`src/rtl/run_enc_pkg.sv`:
```
// Shared sizing defaults, record layout and state encoding
// for the transition run encoder.
package run_enc_pkg;

  localparam int LEN_W_DEF = 8;
  localparam int DEPTH_DEF = 4;
  localparam int REC_W_DEF = 1 + LEN_W_DEF;

  typedef struct packed {
    logic                 level;
    logic [LEN_W_DEF-1:0] len;
  } run_rec_t;

  typedef enum logic [1:0] {
    ST_PRIME,
    ST_START,
    ST_RUN
  } run_state_e;

  function automatic int cnt_w(input int depth);
    return $clog2(depth) + 1;
  endfunction

  function automatic int rec_w(input int len_w);
    return 1 + len_w;
  endfunction

endpackage

```
`src/rtl/run_rec_fifo.sv`:
```
// Synchronous first-word-fall-through record FIFO;
// the head entry is visible on pop_data whenever it is non-empty.
module run_rec_fifo
  import run_enc_pkg::*;
#(
  parameter int W     = REC_W_DEF,
  parameter int DEPTH = DEPTH_DEF
) (
  input  logic                    clk,
  input  logic                    reset,
  input  logic                    push,
  input  logic [W-1:0]            push_data,
  input  logic                    pop,
  output logic [W-1:0]            pop_data,
  output logic                    full,
  output logic                    empty,
  output logic [cnt_w(DEPTH)-1:0] count
);

  localparam int PW = $clog2(DEPTH);
  localparam int CW = cnt_w(DEPTH);

  logic [W-1:0]  mem [DEPTH];
  logic [PW-1:0] wr_ptr;
  logic [PW-1:0] rd_ptr;
  logic          do_push;
  logic          do_pop;

  assign full    = (count == CW'(DEPTH));
  assign empty   = (count == '0);
  assign do_pop  = pop & ~empty;
  // a full FIFO still accepts a push when the head leaves on the same edge
  assign do_push = push & (~full | do_pop);
  assign pop_data = empty ? '0 : mem[rd_ptr];

  always_ff @(posedge clk) begin
    if (reset) begin
      wr_ptr <= '0;
      rd_ptr <= '0;
      count  <= '0;
    end else begin
      if (do_push)
        wr_ptr <= wr_ptr + PW'(1);
      if (do_pop)
        rd_ptr <= rd_ptr + PW'(1);
      count <= count + CW'(do_push)
                     - CW'(do_pop);
    end
  end

  always_ff @(posedge clk) begin
    if (do_push)
      mem[wr_ptr] <= push_data;
  end

endmodule

```
`src/rtl/transition_run_encoder.sv`:
```
// Turns a serial bit stream plus change pulses into
// {level, length} run records drained over valid/ready.
module transition_run_encoder
  import run_enc_pkg::*;
#(
  parameter int LEN_W = LEN_W_DEF,
  parameter int DEPTH = DEPTH_DEF
) (
  input  logic                    clk,
  input  logic                    reset,
  input  logic                    bit_in,
  input  logic                    chg_in,
  output logic                    out_valid,
  input  logic                    out_ready,
  output logic                    out_level,
  output logic [LEN_W-1:0]        out_len,
  output logic [cnt_w(DEPTH)-1:0] fifo_count,
  output logic                    overflow
);

  localparam int RW = rec_w(LEN_W);
  localparam logic [LEN_W-1:0] MAX = '1;

  run_state_e       state;
  run_state_e       state_n;
  logic             bit_d;
  logic             run_level;
  logic             run_level_n;
  logic [LEN_W-1:0] run_cnt;
  logic [LEN_W-1:0] run_cnt_n;
  logic             push;
  logic             full;
  logic             empty;
  logic [RW-1:0]    head;

  always_ff @(posedge clk) begin
    if (reset) begin
      state     <= ST_PRIME;
      bit_d     <= 1'b0;
      run_level <= 1'b0;
      run_cnt   <= '0;
      overflow  <= 1'b0;
    end else begin
      state     <= state_n;
      bit_d     <= bit_in;
      run_level <= run_level_n;
      run_cnt   <= run_cnt_n;
      if (push & full & ~out_ready)
        overflow <= 1'b1;
    end
  end

  always_comb begin
    state_n     = state;
    run_level_n = run_level;
    run_cnt_n   = run_cnt;
    push        = 1'b0;
    unique case (state)
      ST_PRIME: state_n = ST_START;
      // the detector has no history for this sample, so chg_in is ignored
      ST_START: begin
        run_level_n = bit_d;
        run_cnt_n   = LEN_W'(1);
        state_n     = ST_RUN;
      end
      ST_RUN: begin
        if (chg_in) begin
          push        = 1'b1;
          run_level_n = bit_d;
          run_cnt_n   = LEN_W'(1);
        end else if (run_cnt == MAX) begin
          push      = 1'b1;
          run_cnt_n = LEN_W'(1);
        end else begin
          run_cnt_n = run_cnt + LEN_W'(1);
        end
      end
      default: state_n = ST_PRIME;
    endcase
  end

  run_rec_fifo #(
    .W     (RW),
    .DEPTH (DEPTH)
  ) u_fifo (
    .clk       (clk),
    .reset     (reset),
    .push      (push),
    .push_data ({run_level, run_cnt}),
    .pop       (out_ready),
    .pop_data  (head),
    .full      (full),
    .empty     (empty),
    .count     (fifo_count)
  );

  assign out_valid            = ~empty;
  assign {out_level, out_len} = head;

endmodule

```
`config.mk`:
```
export PLATFORM = sky130hd
export DESIGN_NAME = transition_run_encoder
export DESIGN_NICKNAME = d
export VERILOG_FILES = /design/src/rtl/run_enc_pkg.sv /design/src/rtl/run_rec_fifo.sv /design/src/rtl/transition_run_encoder.sv
export SDC_FILE = /design/constraint.sdc
export NUM_CORES = 1
export LEC_CHECK = 0
export BUFFER_PORTS_ARGS = -buffer_cell sky130_fd_sc_hd__buf_4
export CAP_MARGIN = 25
export CELL_PAD_IN_SITES_DETAIL_PLACEMENT = 1
export CELL_PAD_IN_SITES_GLOBAL_PLACEMENT = 1
export CORE_MARGIN = 4
export CORE_UTILIZATION = 45
export CTS_CLUSTER_SIZE = 24
export DETAILED_ROUTE_END_ITERATION = 10
export GPL_TIMING_DRIVEN = 0
export PLACE_DENSITY_LB_ADDON = 0.05
export SLEW_MARGIN = 20
export SYNTH_ARGS = -nofsm -noshare
export SYNTH_HDL_FRONTEND = slang
export SYNTH_HIERARCHICAL = 1
export SYNTH_SLANG_ARGS = --single-unit
```
`constraint.sdc`:
```
create_clock -name clk -period 4 [get_ports clk]
set_clock_uncertainty 0.05 [all_clocks]
set_input_delay 0.4 -clock clk [delete_from_list [all_inputs] [get_ports clk]]
set_output_delay 0.4 -clock clk [all_outputs]
set_load 0.02 [all_outputs]
```
==> impl_metrics.tcl, run 1 <==
set metrics [dict create \
    run_status "complete, no violations" \
    initial_core_util_pct 47.5 \
    drv_cap 0 \
    final.period_utilization_pct 71.7 \
    final_cell_mix "36 x edfxtp_1, 22 x dfxtp_1, 18 x buf_4, 17 x nor2_1, 13 x nor2b_1" \
    drtPass1Iterations 4 \
    gp_congestion 0.778 \
    yosysTopAreaCell "edfxtp_1" \
    cts_buffers 9 \
    cts_root_buf "clkbuf_8" \
    rows 26 \
    dpl_cell_area_um2 2700 \
    timing.rr.start "run_cnt[0]$_SDFFE_PP0P_" \
    crit_slowest_cell "dfxtp_1" \
    leakage_nw 1.05 \
    clkTransAtPathRegs_ns 0.06 \
    min_period_ns 2.87 \
    numPortBuffers 17 \
    hpwl_um 3270 \
    clk_latency_ns 0.32 \
    mostFrequentLayoutCell "edfxtp_1" \
    drive_gt1_share_pct 26.9 \
    synthesis.nets 190 \
    area_growth_pct 16.4 \
    crit_path_end_kind "flop" \
    hold_viol 0 \
    ir_drop_mv 0.292 \
    p_total_mw 1.75 \
    cts_sinks 58 \
    routed_wirelength_um 4680 \
    hold-path-endpoint "bit_d$_SDFF_PP0_" \
    cp_cell_sequence "ha_1, nand3_1, nor2_1, o21a_1, or2_1, a21bo_2, ha_1, fa_1, xnor2_1, xnor2_1, nor2_1" \
    worst_hold_startpoint "bit_in" \
    finish.utilization_pct 55.3 \
    die_h_um 82.4 \
    synth_cell_type_count 38 \
    multi_input_area_um2 906 \
    overflow 0 \
    via_per_inst 5.12 \
    wl_per_cell_um 16.8 \
    wl_met1_um 1920 \
    setup.worst_path.class "reg2reg" \
    cts_resized 0 \
    fp.dieW_um 82.4 \
    ys.warnings.count 6 \
    cpPeakStageDelay_ns 0.52 \
    vias 1424 \
    ctsHoldBuffers 0 \
    clock_path_buffers 2 \
    max_freq_mhz 349 \
    highest_layer "met4" \
    ys_ff_latch 58 \
    grt_max_degree 11 \
    num-fill-cells 530 \
    r2r_cells 11 \
    syn_inst 175 \
    antenna_cells 0 \
    pin_count 19 \
    synth_top_area_share_pct 43.4 \
    crit_fanout 10 \
    reg2reg_slack_ns 1.13 \
    antenna_found_initial 0 \
    setup_viol 0 \
    drt-initial-drc-count 98 \
    rr_endpoint "u_fifo/count[2]$_SDFF_PP0_" \
    die_area_um2 6780 \
    synth_area_um2 2490 \
    tritoncts "done" \
    synth-seq-area-share_pct 61.1 \
    tightest_slew_ns 0.569 \
    arrival_ns 3.01 \
    grt_usage_pct 16.4 \
    wl_met2_um 2500 \
    powerDensity_nw_per_um2 605 \
    cp-start-kind "flop" \
    crit_required_ns 4.15 \
    hold_depth 2 \
    drc 0 \
    syn_area_per_cell_um2 14.2 \
    synthTopCellsByArea "edfxtp_1 43%, dfxtp_1 18%, mux4_2 8.1%" \
    grt_pass1_vias 1500 \
    drv_slew 0 \
    fin_setup_tns_ns 0 \
    stdcell_area_um2 2900 \
    ant_nets 0 \
    grt_pass1_wl_um 7730 \
    relSlewSlack_pct 62.1 \
    regArea_um2 1520 \
    hold_path_class "in2reg" \
    cts_setup_buffers 0 \
    fin_nets 218 \
    core-area_um2 5240 \
    dr_wl_met3_um 129 \
    rsz0062_at_grt "false" \
    htree_levels 3 \
]
[metal layers]
metal	vias to the layer above	global-route usage (%)
met4	0	10.5
met1	700	19.1
met3	13	3.25
met5	-	0
li1	683	-
met2	28	27.6
[how the worst max path moves through the flow]
stage                                             to  cells after the start  slack, ns                    start
after floorplan           u_fifo/count[2]$_SDFF_PP0_                     11       1.55  run_cnt[0]$_SDFFE_PP0P_
after global placement    u_fifo/count[2]$_SDFF_PP0_                     11       1.30  run_cnt[0]$_SDFFE_PP0P_
after detailed placement  u_fifo/count[2]$_SDFF_PP0_                     11       1.13  run_cnt[0]$_SDFFE_PP0P_
after CTS                 u_fifo/count[2]$_SDFF_PP0_                     11       1.10  run_cnt[0]$_SDFFE_PP0P_
after global routing      u_fifo/count[2]$_SDFF_PP0_                     11       0.91  run_cnt[0]$_SDFFE_PP0P_
final                     u_fifo/count[2]$_SDFF_PP0_                     11       1.13  run_cnt[0]$_SDFFE_PP0P_
[cells by family after synthesis]
| kind of cell | count (synthesis) | synth area share, % |
|---|---|---|
| DFF | 58 | 61.1 |
| AOI/OAI and AO/OA | 14 | 4.63 |
| and+or+nand+nor | 55 | 12.9 |
| xor gates and xnor gates | 8 | 2.82 |
| muxes | 15 | 10.8 |
| adders and majority gates | 10 | 5.33 |
| buffers and inverters | 15 | 2.46 |
[cell type report]
| cell class | instances | area share (%) |
|---|---|---|
| Inverter | 8 | 1.04 |
| Sequential cell | 58 | 52.5 |
| Buffer | 7 | 1.08 |
| Clock inverter | 6 | 1.94 |
| Clock buffer | 10 | 4.75 |
| Timing Repair Buffer | 17 | 4.40 |
| Multi-Input combinational cell | 102 | 31.3 |
| Tap cell | 70 | 3.02 |
[state kept, by name, indices dropped and copies added, names as in the netlist, named ones only]
register / count
bit_d: 1
overflow: 1
run_cnt: 8
run_level: 1
state: 2
u_fifo/count: 3
u_fifo/mem: 36
u_fifo/rd_ptr: 2
u_fifo/wr_ptr: 2
[cells in the mapped netlist, drive strengths merged]
cell and number:
edfxtp 36, dfxtp 22, nor2 17, nor2b 13, ha 9, mux4 9
inv 8, clkbuf 6, mux2i 5, xor2 5, and2 4, nand2b 4
nand4 4, a21oi 3, nand2 3, nand3 3, o21ai 3, xnor2 3
nor3b 2, or3 2, a211o 1, a211oi 1, a21bo 1, a21boi 1
a21o 1, a22o 1, and3 1, buf 1, fa 1, mux2 1
nor3 1, o21a 1, o31ai 1, or2 1
[metrics by stage]
step	hold WS, ns	setup WS (ns)	std cells
floorplan	0.387	1.55	175
global placement	0.391	1.30	262
detailed placement	0.442	1.13	262
CTS	0.246	1.10	278
global route	0.248	0.911	278
finish	0.258	1.13	278
[power breakdown]
| group | leakage [nW] | internal, mW | switching, mW |
|---|---|---|---|
| Clock | 0.0995 | 0.299 | 0.216 |
| Combinational | 0.436 | 0.248 | 0.275 |
| Sequential | 0.515 | 0.670 | 0.0439 |
| Total | 1.05 | 1.22 | 0.535 |
[critical path: cells and delay by family, from the launching register on]
family                     cells  cell delay [ns]
DFF                            1             0.52
AOI/OAI and AO/OA              2             0.44
xor gates and xnor gates       2             0.34
and+or+nand+nor                4             0.57
adders and majority gates      3             0.82
No activity file was read; power rests on OpenSTA's default activity.
==> run 2: changes to the inputs <==
--- a/config.mk
+++ b/config.mk
@@ -10,7 +10,7 @@
 export CELL_PAD_IN_SITES_DETAIL_PLACEMENT = 1
 export CELL_PAD_IN_SITES_GLOBAL_PLACEMENT = 1
 export CORE_MARGIN = 4
-export CORE_UTILIZATION = 45
+export CORE_UTILIZATION = 44
 export CTS_CLUSTER_SIZE = 24
 export DETAILED_ROUTE_END_ITERATION = 10
 export GPL_TIMING_DRIVEN = 0
==> constraint.sdc (replaced) <==
create_clock -name clk -period 2.6 [get_ports clk]
set_clock_uncertainty 0.05 [all_clocks]
set_input_delay 0.26 -clock clk [delete_from_list [all_inputs] [get_ports clk]]
set_output_delay 0.26 -clock clk [all_outputs]
set_load 0.02 [all_outputs]
==> run 2 against run 1 <==
Worst hold slack lost 0.16 ns. Maximum frequency grew 17%. Non-clock buffer count grew 5. Count of clock-buffer cells in the layout grew 2. Largest cell class unchanged. Highest routed layer unchanged.
==> impl_metrics.tcl, run 2 (synthesis gave the netlist of run 1 again) <==
set metrics [dict create \
    run_status "complete, no violations" \
    regArea_um2 1530 \
    largest_reg_flops 36 \
    hold_viol 0 \
    drt-initial-drc-count 128 \
    power.internal_mw 1.87 \
    cpPeakStageDelay_ns 0.40 \
    clock_power_share_pct 28.2 \
    cp_cell_sequence "ha_4, nand3_2, nor2_4, o21a_1, or2_1, a21bo_2, ha_1, fa_1, xnor2_2, xnor2_1, nor2_1" \
    clkTransAtPathRegs_ns 0.06 \
    cp.buffers_inverters 0 \
    leakage_nw 1.08 \
    grt_pass1_vias 1555 \
    tightest_slew_ns 0.633 \
    setup_viol 0 \
    p_total_mw 2.70 \
    fin_nets 223 \
    min_period_ns 2.45 \
    crit_path_end_kind "flop" \
    tritoncts "done" \
    drive_gt1_share_pct 31.9 \
    relSlewSlack_pct 57.8 \
    pin_count 19 \
    hpwl_um 3050 \
    reg2reg_slack_ns 0.15 \
    grt_usage_pct 14.9 \
    crit_slowest_cell "fa_1" \
    ant_nets 0 \
    rows 27 \
    via_per_inst 5.08 \
    regMostFlops "u_fifo/mem" \
    seq_power_share_pct 40.6 \
    arrival_ns 2.61 \
    ctsHoldBuffers 0 \
    drc 0 \
    cts_sinks 58 \
    overflow 0 \
    grt_max_degree 11 \
    vias 1449 \
    mostFrequentLayoutCell "edfxtp_1" \
    initial_core_util_pct 45.2 \
    drv_cap 0 \
    setup.worst_path.class "reg2reg" \
    grt_pass1_wl_um 7900 \
    antenna_cells 0 \
    multi_input_area_um2 947 \
    crit_required_ns 2.76 \
    path_delay_family "adder cells" \
    netSwitchingPower_mw 0.826 \
    hold_path_class "in2reg" \
    fp.dieW_um 83.2 \
    p_comb_share_pct 31.2 \
    core-area_um2 5510 \
    cp-start-kind "flop" \
    num-fill-cells 572 \
    max_freq_mhz 408 \
    clk_latency_ns 0.33 \
    final_cell_mix "36 x edfxtp_1, 24 x buf_4, 16 x nor2_1, 16 x dfxtp_1, 13 x nor2b_1" \
    reg.largest.list "u_fifo/mem: 36 flops, run_cnt: 8 flops, u_fifo/count: 3 flops" \
    gp_congestion 0.725 \
    area_growth_pct 19.7 \
    swShare_pct 30.6 \
    crit_fanout 6 \
    drv_slew 0 \
    wl_per_cell_um 16.4 \
    numPortBuffers 17 \
    htree_levels 3 \
    cts_buffers 9 \
    cts_root_buf "clkbuf_8" \
    clock_path_buffers 2 \
    powerDensity_nw_per_um2 906 \
    die_h_um 83.2 \
    routed_wirelength_um 4670 \
    fin_hold_ws_ns 0.0936 \
    drtPass1Iterations 4 \
    final.period_utilization_pct 94.4 \
    die_area_um2 6920 \
    antenna_found_initial 0 \
    ir_drop_mv 0.524 \
]
==> run 2: cell types whose count changed in the layout (fill, tap and decap cells not counted), moves of 2 or more <==
cell and change:
clkbuf_1 +2, clkinv_2 -2, buf_4 +6, dfxtp_2 +4
dfxtp_4 +2, dfxtp_1 -6
==> run 2: per-stage QoR <==
| step | utilization [%] | worst slack, ns | setup TNS, ns | cell area, um2 | cells |
|---|---|---|---|---|---|
| 2_1_floorplan | - | 0.154 | 0 | 2490 | 175 |
| 3_3_place_gp | 49.1 | -0.117 | -0.117 | 2710 | 264 |
| 3_5_place_dp | 49.1 | -0.212 | -0.263 | 2710 | 264 |
| 4_1_cts | 52.6 | 0.00567 | 0 | 2900 | 280 |
| 5_1_grt | 54.1 | -0.0103 | -0.0103 | 2980 | 285 |
| 6_report | 54.1 | 0.147 | 0 | 2980 | 285 |
==> run 2: power groups by stage <==
stage	clock network, mW	registers (mW)	logic (mW)
after floorplan	0	1.12	0.532
after global placement	0	1.11	0.802
after detailed placement	0	1.12	0.816
after CTS	0.781	1.10	0.818
after global routing	0.822	1.11	0.922
final	0.761	1.10	0.842
==> run 2: final timing paths <==
| kind | end | depth (start not counted) | startpoint |
|---|---|---|---|
| setup / recovery | u_fifo/count[2]$_SDFF_PP0_ | 11 | run_cnt[0]$_SDFFE_PP0P_ |
| setup reg to reg | u_fifo/count[2]$_SDFF_PP0_ | 11 | run_cnt[0]$_SDFFE_PP0P_ |
| hold / removal | bit_d$_SDFF_PP0_ | 2 | bit_in |
| hold reg to reg | overflow$_SDFFE_PP0P_ | 1 | overflow$_SDFFE_PP0P_ |
==> run 2: final cells by class <==
type / count / area share, %
multi-input cells: 102 / 31.8
flip-flops and latches: 58 / 51.5
clock buffers: 12 / 4.54
plain buffers: 6 / 0.924
inverters: 8 / 1.01
repair buffers: 23 / 5.80
well taps: 72 / 3.02
clock inverters: 4 / 1.43
==> run 2: layer usage <==
metal	up-vias	track usage [%]	wire (um)
li1	691	-	-
met5	-	0	0
met3	19	2.98	200
met4	0	10.5	184
met2	36	23.1	2250
met1	703	18.4	2030
==> run 2: timing repair <==
action	CTS	global route
gates resized for setup	7	8
buffers inserted	0	6
pin swaps	0	4
endpoints found under the setup margin	2	2
==> run 3: changes to the inputs <==
--- a/config.mk
+++ b/config.mk
@@ -7,7 +7,7 @@
 export LEC_CHECK = 0
 export BUFFER_PORTS_ARGS = -buffer_cell sky130_fd_sc_hd__buf_4
 export CAP_MARGIN = 25
-export CELL_PAD_IN_SITES_DETAIL_PLACEMENT = 1
+export CELL_PAD_IN_SITES_DETAIL_PLACEMENT = 0
 export CELL_PAD_IN_SITES_GLOBAL_PLACEMENT = 1
 export CORE_MARGIN = 4
 export CORE_UTILIZATION = 44
==> run 3 against run 2 <==
Final area shrank 0.80%. First-iteration DRC count shrank 50%. Worst hold slack gained 0.0095 ns. Critical path depth grew 1. Global-route usage shrank 1.9 points. Routed wire length shrank 10%. Combinational power shrank 2%. Clock power shrank 2%. Non-clock buffer count is the same. Critical endpoint unchanged.
==> impl_metrics.tcl, run 3 (synthesis gave the netlist of run 1 again) <==
set metrics [dict create \
    run_status "complete, no violations" \
    die_h_um 83.2 \
    vias 1391 \
    relSlewSlack_pct 65.3 \
    rows 27 \
    min_period_ns 2.46 \
    initial_core_util_pct 45.2 \
    drv_cap 0 \
    fp.dieW_um 83.2 \
    antenna_found_initial 0 \
    fin_setup_tns_ns 0 \
    clock_path_buffers 2 \
    fin_nets 223 \
    cts_buffers 9 \
    grt_pass1_vias 1387 \
    regMostFlops "u_fifo/mem" \
    hold_viol 0 \
    gp_congestion 0.725 \
    leakage_nw 1.07 \
    setup.worst_path.class "reg2reg" \
    final.period_utilization_pct 94.6 \
    cts_root_buf "clkbuf_8" \
    largest_reg_flops 36 \
    final_cell_mix "36 x edfxtp_1, 24 x buf_4, 16 x nor2_1, 16 x dfxtp_1, 13 x nor2b_1" \
    reg.largest.list "u_fifo/mem: 36 flops, run_cnt: 8 flops, u_fifo/count: 3 flops" \
    hpwl_um 2790 \
    ctsHoldBuffers 0 \
    hold_path_class "in2reg" \
    cts_sinks 58 \
    antenna_cells 0 \
    drv_slew 0 \
    die_area_um2 6920 \
    drtPass1Iterations 4 \
    finish.utilization_pct 53.7 \
    crit_required_ns 2.75 \
    pin_count 19 \
    ir_drop_mv 0.633 \
    seq_power_share_pct 40.9 \
    grt_max_degree 11 \
    ant_nets 0 \
    crit_path_end_kind "flop" \
    power.internal_mw 1.87 \
    numPortBuffers 17 \
    clock_power_share_pct 28.1 \
    p_comb_share_pct 30.9 \
    htree_levels 3 \
    mostFrequentLayoutCell "edfxtp_1" \
    arrival_ns 2.61 \
    max_freq_mhz 406 \
    setup_viol 0 \
    grt_pass1_wl_um 6850 \
    clk_latency_ns 0.32 \
    powerDensity_nw_per_um2 901 \
    clkTransAtPathRegs_ns 0.06 \
    rsz0062_at_grt "false" \
    grt_usage_pct 13.0 \
    via_per_inst 4.88 \
    swShare_pct 29.9 \
    crit_fanout 5 \
    drive_gt1_share_pct 32.9 \
    netSwitchingPower_mw 0.796 \
    routed_wirelength_um 4180 \
    wl_per_cell_um 14.7 \
    core-area_um2 5510 \
    cp-start-kind "flop" \
    tightest_slew_ns 0.520 \
    drt-initial-drc-count 64 \
    drc 0 \
    tritoncts "done" \
    overflow 0 \
    area_growth_pct 18.8 \
]
==> run 3: cell counts in the layout (fill, tap and decap cells not counted) <==
No cell type changed its count.
==> run 3: metal layers <==
metal	track usage [%]	share of wire [%]	wire length [um]	up-vias
li1	-	-	-	695
met1	15.8	45	1880	662
met2	21.0	50	2070	25
met3	3.08	3.4	144	9
met4	7.43	2.2	90	0
met5	0	0	0	-
==> run 3: critical path: stages (launching register included) <==
cell and delay (ns):
dfxtp_4 0.36, ha_2 0.20, nand3_2 0.09, nor2_2 0.06, o21a_1 0.20, buf_4 0.14, a21boi_4 0.13, a21bo_2 0.21
ha_1 0.19, fa_2 0.33, xnor2_1 0.20, xnor2_1 0.14, nor2_1 0.05
==> run 3: power by group through the flow <==
stage | Combinational (mW) | Clock [mW] | Sequential, mW
floorplan | 0.532 | 0 | 1.12
global placement | 0.802 | 0 | 1.11
detailed placement | 0.814 | 0 | 1.11
CTS | 0.817 | 0.771 | 1.10
global route | 0.899 | 0.810 | 1.10
finish | 0.823 | 0.749 | 1.09
==> run 3: worst paths after layout <==
check,endpoint,slack (ns),cells after the start,start
min,bit_d$_SDFF_PP0_,0.10,2,bit_in
min reg2reg,run_level$_SDFFE_PP0P_,0.42,2,bit_d$_SDFF_PP0_
max,u_fifo/count[2]$_SDFF_PP0_,0.14,12,run_cnt[0]$_SDFFE_PP0P_
max reg2reg,u_fifo/count[2]$_SDFF_PP0_,0.14,12,run_cnt[0]$_SDFFE_PP0P_
==> run 3: per-stage QoR <==
| step | power (mW) | std cells | worst slack, ns | hold WS, ns | instance area (um2) |
|---|---|---|---|---|---|
| global placement | 1.91 | 264 | -0.117 | 0.390 | 2710 |
| finish | 2.66 | 285 | 0.140 | 0.103 | 2960 |
| CTS | 2.69 | 280 | 0.0176 | 0.0835 | 2890 |
| detailed placement | 1.93 | 264 | -0.186 | 0.412 | 2710 |
| global route | 2.81 | 285 | 0.0327 | 0.0955 | 2960 |
| floorplan | 1.66 | 175 | 0.154 | 0.338 | 2490 |
==> run 3: area by class of cell <==
cell class                 count  area, um2
sequential                    58       1530
clock buffer                  12        135
timing repair buffer          23        173
clock inverter                 4       42.5
multi-input combinational    102        923
inverter                       8       30.0
tap                           72       90.1
fill                         468       2550
buffer                         6       27.5
==> run 3: repair_timing <==
item	4_1_cts	5_1_grt
pin swaps	0	4
buffers inserted	0	6
endpoints found under the setup margin	2	2
resized for setup	5	9
